`config.mk`:
```
export PLATFORM = sky130hd
export DESIGN_NAME = ysyx_23060096_mem_arb
export DESIGN_NICKNAME = d
export VERILOG_FILES = /design/src/rtl/ysyx_23060096_pkg.sv /design/src/rtl/ysyx_23060096_arb_pick.sv /design/src/rtl/ysyx_23060096_mem_arb.sv
export SDC_FILE = /design/constraint.sdc
export NUM_CORES = 1
export LEC_CHECK = 0
export ABC_AREA = 1
export CAP_MARGIN = 20
export CORE_ASPECT_RATIO = 2
export CORE_MARGIN = 2
export CORE_UTILIZATION = 44
export CTS_CLUSTER_DIAMETER = 200
export DETAILED_ROUTE_END_ITERATION = 6
export PLACE_DENSITY = 0.82
export RECOVER_POWER = 50
export SLEW_MARGIN = 15
export SYNTH_ARGS = -nofsm -noshare
export SYNTH_HDL_FRONTEND = slang
export SYNTH_HIERARCHICAL = 1
export SYNTH_SLANG_ARGS = --single-unit
```
`constraint.sdc`:
```
create_clock -name clk -period 4.2 [get_ports clk]
set_input_delay 0.42 -clock clk [delete_from_list [all_inputs] [get_ports clk]]
set_output_delay 0.42 -clock clk [all_outputs]
set_load 0.01 [all_outputs]
```
`src/rtl/ysyx_23060096_pkg.sv`:
```
// Shared types and constants for the IF/LS memory arbiter.
// Optional round-robin tie-break: define YSYX_23060096_ARB_RR_EN.
package ysyx_23060096_pkg;

    // FSM state encoding
    typedef logic [1:0] state_t;
    localparam state_t ST_IDLE = 2'd0;
    localparam state_t ST_REQ  = 2'd1;
    localparam state_t ST_WAIT = 2'd2;

    // Requester that owns the memory port
    typedef logic owner_t;
    localparam owner_t OWNER_IF = 1'b0;
    localparam owner_t OWNER_LS = 1'b1;

    // MemOP code for a full 32-bit word
    localparam logic [2:0] MEMOP_W = 3'b010;

    // Request fields captured from the winning requester
    typedef struct packed {
        logic        we;
        logic [31:0] addr;
        logic [31:0] wdata;
        logic [2:0]  op;
    } mem_cmd_t;

endpackage

```
`src/rtl/ysyx_23060096_arb_pick.sv`:
```
// Chooses which requester owns the next memory transaction.
// Ties: LS wins, or alternate when YSYX_23060096_ARB_RR_EN is defined.
module ysyx_23060096_arb_pick
    import ysyx_23060096_pkg::*;
(
    input  logic if_req,
    input  logic ls_req,
    input  logic last_owner,
    output logic owner
);

`ifndef YSYX_23060096_ARB_RR_EN
    // Fixed priority never looks at the previous owner
    logic unused_last_owner;
    assign unused_last_owner = last_owner;
`endif

    // Resolve the winner; LS is the default when only LS or nobody asks
    always_comb begin
        owner = OWNER_LS;
        if (if_req && ls_req) begin
`ifdef YSYX_23060096_ARB_RR_EN
            owner = ~last_owner;
`else
            owner = OWNER_LS;
`endif
        end else if (if_req) begin
            owner = OWNER_IF;
        end
    end

endmodule

```
`src/rtl/ysyx_23060096_mem_arb.sv`:
```
// Shares one memory port between instruction fetch and load/store.
// Optional round-robin tie-break: define YSYX_23060096_ARB_RR_EN.
module ysyx_23060096_mem_arb
    import ysyx_23060096_pkg::*;
#(
    parameter int TO_CYCLES = 64
) (
    input  logic        clk,
    input  logic        rst,
    input  logic        if_req,
    input  logic [31:0] if_addr,
    output logic        if_gnt,
    output logic        if_rvalid,
    output logic [31:0] if_rdata,
    input  logic        ls_req,
    input  logic        ls_we,
    input  logic [31:0] ls_addr,
    input  logic [31:0] ls_wdata,
    input  logic [2:0]  ls_op,
    output logic        ls_gnt,
    output logic        ls_rvalid,
    output logic [31:0] ls_rdata,
    output logic        mem_req,
    output logic        mem_we,
    output logic [31:0] mem_addr,
    output logic [31:0] mem_wdata,
    output logic [2:0]  mem_op,
    input  logic        mem_ready,
    input  logic        mem_rvalid,
    input  logic [31:0] mem_rdata,
    output logic        err_timeout
);

    localparam logic [31:0] TO_LAST = 32'(TO_CYCLES - 1);

    state_t      state;
    logic        owner;
    logic        pick;
    logic        last_owner;
    mem_cmd_t    cmd;
    logic [31:0] cnt;

    logic        in_req;
    logic        in_wait;
    logic        timeout;
    logic        done;
    logic        gnt_hit;
    logic [31:0] resp_data;

`ifdef YSYX_23060096_ARB_RR_EN
    logic last_q;
    assign last_owner = last_q;
`else
    assign last_owner = OWNER_IF;
`endif

    ysyx_23060096_arb_pick u_pick (
        .if_req     (if_req),
        .ls_req     (ls_req),
        .last_owner (last_owner),
        .owner      (pick)
    );

    assign in_req    = (state == ST_REQ);
    assign in_wait   = (state == ST_WAIT);
    assign gnt_hit   = in_req && mem_ready;
    assign timeout   = in_wait && !mem_rvalid && (cnt == TO_LAST);
    assign done      = in_wait && (mem_rvalid || timeout);
    assign resp_data = mem_rvalid ? mem_rdata : 32'h0;

    // Latch the winner in IDLE, then walk REQ -> WAIT -> IDLE
    always_ff @(posedge clk or posedge rst) begin
        if (rst) begin
            state <= ST_IDLE;
            owner <= OWNER_IF;
            cmd   <= '0;
            cnt   <= 32'h0;
        end else begin
            case (state)
                ST_IDLE: begin
                    if (if_req || ls_req) begin
                        owner <= pick;
                        state <= ST_REQ;
                        if (pick == OWNER_LS) begin
                            cmd <= '{we: ls_we, addr: ls_addr,
                                     wdata: ls_wdata, op: ls_op};
                        end else begin
                            cmd <= '{we: 1'b0, addr: if_addr,
                                     wdata: 32'h0, op: MEMOP_W};
                        end
                    end
                end
                ST_REQ: begin
                    if (mem_ready) begin
                        state <= ST_WAIT;
                        cnt   <= 32'h0;
                    end
                end
                ST_WAIT: begin
                    if (done) begin
                        state <= ST_IDLE;
                    end else begin
                        cnt <= cnt + 32'h1;
                    end
                end
                default: state <= ST_IDLE;
            endcase
        end
    end

`ifdef YSYX_23060096_ARB_RR_EN
    // Remember who was granted last for alternating tie-breaks
    always_ff @(posedge clk or posedge rst) begin
        if (rst) begin
            last_q <= OWNER_IF;
        end else if (gnt_hit) begin
            last_q <= owner;
        end
    end
`endif

    // Memory-side command is only visible while requesting
    always_comb begin
        mem_req   = in_req;
        mem_we    = in_req && cmd.we;
        mem_addr  = in_req ? cmd.addr : 32'h0;
        mem_wdata = in_req ? cmd.wdata : 32'h0;
        mem_op    = in_req ? cmd.op : 3'b000;
    end

    // Route grant and response to the owner only
    always_comb begin
        if_gnt      = gnt_hit && (owner == OWNER_IF);
        ls_gnt      = gnt_hit && (owner == OWNER_LS);
        if_rvalid   = done && (owner == OWNER_IF);
        ls_rvalid   = done && (owner == OWNER_LS);
        if_rdata    = if_rvalid ? resp_data : 32'h0;
        ls_rdata    = ls_rvalid ? resp_data : 32'h0;
        err_timeout = timeout;
    end

endmodule

```
# After elaboration in Yosys (flattened, before gate mapping)
# Cells that the tools add are included.
[totals]
regBits = 103
latch_bits = 0
ramBits = 0
romBits = 0
out_inout_bits = 138
word_cells = 50
memories = 0
[classes]
add_sub_neg = 1
n_mul = 0
div = 0
magnitude_cmp = 0
n_eq_ne = 7
n_shift = 0
mux = 16
n_bitwise = 1
reduce_logical = 18
[ops]
columns = ["cell", "count"]
rows = [
  ["$mux 32", 7],
  ["$mux 68", 1],
  ["$pmux 32 s2", 1],
  ["$add 32x1->32 const B", 1],
  ["$eq 32x6->1 const B", 1],
  ["$logic_and 1x1->1", 10],
  ["$mux 2", 3],
  ["$ne 2x2->1 const B", 3],
  ["$pmux 2 s3", 1],
  ["$reduce_and 3->1", 2],
  ["$mux 3", 1],
  ["$eq 2x1->1 const B", 1],
  ["$eq 2x2->1 const B", 1],
  ["$logic_not 2->1", 1],
  ["$logic_or 1x1->1", 2],
  ["$mux 1", 2],
  ["$ne 2x1->1 const B", 1],
  ["$reduce_and 2->1", 1],
  ["$reduce_bool 2->1", 1],
  ["$logic_not 1->1", 1],
  ["$not 1->1", 1],
]

# Logic depth before layout (Yosys ltp)
[logic_depth]
ltp_word = 7
ltp_mapped = 11
mapped_depth_nobuf = 11

# Cells and area by module
# Netlist, hierarchy kept.
[by_module_without_submodules]
columns = ["mod", "n_inst", "cells_each", "area_each_um2", "seq_area_each_um2"]
rows = [
  ["ysyx_23060096_mem_arb", 1, 1036, 6734.0, 2577.5],
  ["ysyx_23060096_arb_pick", 1, 2, 7.5, 0.0],
]

# Least setup slack after synthesis
# No wires, ideal clock.
[synth_timing]
path_kind = "register to output"
from = "register state[1]"
to = "output mem_op[0]"
arrival_ns = 1.388
required_ns = 3.780
path_slack_ns = 2.392
stages_incl_launch_ff = 6
n_path_buf = 2
cell_sequence = "dfrtp_1 > nor2_1 > clkinv_1 > clkbuf_1 > buf_2 > nor2_1"
[synth_via]
elab_chain_cells = 2
[synth_rtl]
columns = ["item", "line_no", "source"]
rows = [
  ["from (decl)", "ysyx_23060096_mem_arb.sv:36", "state_t state;"],
  ["from (signal assigned)", "ysyx_23060096_mem_arb.sv:74", "state <= ST_IDLE;"],
  ["from (signal assigned)", "ysyx_23060096_mem_arb.sv:83", "state <= ST_REQ;"],
  ["from (signal assigned)", "ysyx_23060096_mem_arb.sv:95", "state <= ST_WAIT;"],
  ["$eq 2x1->1", "ysyx_23060096_mem_arb.sv:64", "assign in_req = (state == ST_REQ);"],
  ["named net mem_req", "ysyx_23060096_mem_arb.sv:23", "output logic mem_req,"],
  ["$mux 3", "ysyx_23060096_mem_arb.sv:128", "mem_op = in_req ? cmd.op : 3'b000;"],
  ["to (decl)", "ysyx_23060096_mem_arb.sv:27", "output logic [2:0] mem_op,"],
]
# The timed path passes the listed nets, and every way through them passes these cells.

# Worst setup path after layout
[layout_timing]
from = "register state[0]"
to = "output mem_wdata[28]"
[layout_via]
elab_chain_cells = 2
[layout_rtl]
columns = ["item", "line_no", "source"]
rows = [
  ["$eq 2x1->1", "ysyx_23060096_mem_arb.sv:64", ""],
  ["$mux 32", "ysyx_23060096_mem_arb.sv:127", "mem_wdata = in_req ? cmd.wdata : 32'h0;"],
  ["to (decl)", "ysyx_23060096_mem_arb.sv:26", "output logic [31:0] mem_wdata,"],
]
# No other way between the ends.

==> tab_implementation.tex <==
\begin{tabular}{lr}
\hline
Metric & Value \\
\hline
\multicolumn{2}{l}{\textbf{Outcome}} \\
\quad Status & finished with violations \\
\quad Violations in the final reports & max-capacitance violations, max-slew violations \\
\multicolumn{2}{l}{\textbf{Clock tree}} \\
\quad Deepest clock path buffer count & 2 \\
\quad Total clock sinks & 103 \\
\quad Setup Buffers After CTS & 0 \\
\quad Count of cells resized by post-cts repair & 0 \\
\quad Latest clock arrival within the worst-skew pair & 0.35 ns \\
\quad H-tree depth & 3 \\
\quad TritonCTS clock tree & done \\
\quad Clock slew seen by the registers of the worst setup and hold paths & 0.07 ns \\
\quad Clk Tree Root Cell & clkbuf\_16 \\
\quad Number of hold buffers added after cts & 0 \\
\quad CTS buffer count & 9 \\
\multicolumn{2}{l}{\textbf{GRT}} \\
\quad First-pass GRT wire length & 34200 um \\
\quad Antenna violations before repair & 0 \\
\quad Global-route usage over all layers & 0.261 \\
\quad Via count of the first global-routing pass & 6963 \\
\quad Grt total ovfl & 0 \\
\quad Maximum number of pins on one net before global-route repair & 101 \\
\multicolumn{2}{l}{\textbf{Cells and area}} \\
\quad FF/Latch Area & 2580 sq um \\
\quad Total number of nets in the final design & 1414 \\
\quad Share of post-route cells with drive strength above 1 & 0.0344 \\
\quad P\&R area growth vs syn & 46.8\% \\
\quad Utilization of the core after routing & 0.654 \\
\quad Post-Layout Inst Area & 9890 sq um \\
\quad N\_diodes & 0 \\
\quad Area of the multi-input gates & 3080 sq um \\
\quad FILL cells & 1272 \\
\multicolumn{2}{l}{\textbf{Power and ir drop}} \\
\quad Post-layout power & 4.65 mW \\
\quad PD cells & 470 nW/um\^{}2 \\
\quad Leak pwr & 4.93 nW \\
\quad Worst ir drop on vdd & 0.373 mV \\
\multicolumn{2}{l}{\textbf{Route}} \\
\quad Number of vias after detailed routing & 7401 \\
\quad Initial drt markers & 453 \\
\quad Number of nets with antenna violations after routing & 0 \\
\quad Detailed-route wire length per cell & 14.7 um \\
\quad Routed WL & 21700 um \\
\quad Number of design rule violations left after detail routing & 0 \\
\quad Router iterations before antenna repair & 6 \\
\quad Via density & 5.01 \\
\multicolumn{2}{l}{\textbf{STA}} \\
\quad Count of endpoints failing setup in the final report & 0 \\
\quad Fin crit period & 3.41 ns \\
\quad Fmax achieved & 0.294 GHz \\
\quad Fin Clk Skew & 0.00992 ns \\
\quad Worst rel slew slack & -0.445 \\
\quad Total Neg Setup Slack & 0 ns \\
\quad Count of pins over their slew limit & 197 \\
\quad Number of hold violations in the final report & 0 \\
\quad Crit share post-route & 0.811 \\
\quad Unrepaired setup endpoints after global routing & no \\
\quad Worst Max-Slew Pin Slew & 2.16 ns \\
\multicolumn{2}{l}{\textbf{Floorplanning}} \\
\quad Placeable core region & 15100 sq um \\
\quad Die boundary height & 179 um \\
\quad Rows & 64 \\
\quad Initial Util & 0.445 \\
\quad I/O pin cnt & 276 \\
\quad Area of the die & 16400 sq um \\
\quad Width of the die & 91.5 um \\
\multicolumn{2}{l}{\textbf{Worst setup path}} \\
\quad Category of the most critical setup path & flop to output port \\
\quad Critical Path Sink Type & output port \\
\quad Critical Path Fanout Max & 47 \\
\quad Worst EP required & 3.78 ns \\
\quad Arrival time at the worst endpoint & 2.99 ns \\
\quad Startpoint class of the critical path & flop \\
\multicolumn{2}{l}{\textbf{Synth}} \\
\quad Yosys warns & 6 \\
\quad Syn nets & 1176 \\
\quad Number of instances in the synthesized netlist & 1037 \\
\quad Syn avg cell area & 6.50 sq um \\
\quad Area of the mapped netlist & 6740 sq um \\
\multicolumn{2}{l}{\textbf{Place}} \\
\quad HPWL after detailed placement & 16400 um \\
\quad DP Area & 9540 sq um \\
\quad Routability congestion estimate & 0.947 \\
\quad Count of port buffers added during placement & 275 \\
\multicolumn{2}{l}{\textbf{Worst hold path}} \\
\quad Class of the tightest hold or removal check & flop to flop \\
\multicolumn{2}{l}{\textbf{Job}} \\
\quad Reported max-cap violation count & 3 \\
\hline
\end{tabular}
[where the power goes]
group,switching (mW),internal (mW),total [mW]
registers,0.0921,1.32,1.41
clock network,0.411,0.538,0.949
logic,1.35,0.938,2.29
total,1.86,2.80,4.65
[final cells by class]
type                            instances  area share
Sequential cell                       103       0.261
Timing Repair Buffer                  287       0.289
Multi-Input combinational cell        662       0.311
Tap cell                              198      0.0250
Clock inverter                          7      0.0115
Inverter                              212      0.0806
Clock buffer                            9      0.0228
[layer usage]
layer | up-vias | track usage | part of all wire
li1 | 3675 | - | -
met5 | - | 0 | 0
met1 | 3342 | 0.324 | 0.39
met2 | 337 | 0.444 | 0.50
met3 | 47 | 0.0605 | 0.082
met4 | 0 | 0.0890 | 0.027
[stage by stage]
stage,cells,setup slack (ns),hold slack [ns]
floorplan,1037,1.08,0.481
global placement,1461,1.29,0.509
detailed placement,1461,1.26,0.511
CTS,1477,0.875,0.529
global route,1478,0.568,0.555
finish,1478,0.794,0.530
[critical path, stage by stage, from the launching register on]
cell and delay (ns):
dfrtp_1 0.38, inv_1 0.07, nor2_1 0.06, inv_1 1.09
buf_4 0.45, nor2_1 0.09, clkdlybuf4s50_1 0.49
[final timing paths]
check / from / depth (start not counted) / slack [ns] / to
setup / recovery: state[0] / 6 / 0.79 / mem_wdata[28]
hold / removal: cmd[1] / 2 / 0.53 / cmd[1]
setup reg to reg: state[1] / 6 / 0.84 / cnt[3]
hold reg to reg: cmd[1] / 2 / 0.53 / cmd[1]
max in group asynchronous: rst / 3 / 1.93 / cmd[47]
min in group asynchronous: rst / 2 / 1.10 / cmd[24]
[state kept, by name, summed over array words and instances (netlist names)]
register,cells
cmd,68
state,2
cnt,32
owner,1
[cell usage in the layout, fill, tap and decap left out, drive strengths merged, types with 32 or more instances in the layout]
| master | n |
|---|---|
| o211ai | 32 |
| nand4 | 66 |
| inv | 210 |
| nand3 | 53 |
| o21ai | 72 |
| nor2 | 167 |
| nand2 | 248 |
| dfrtp | 103 |
| clkdlybuf4s50 | 270 |
(Power assumes the default switching activity.)
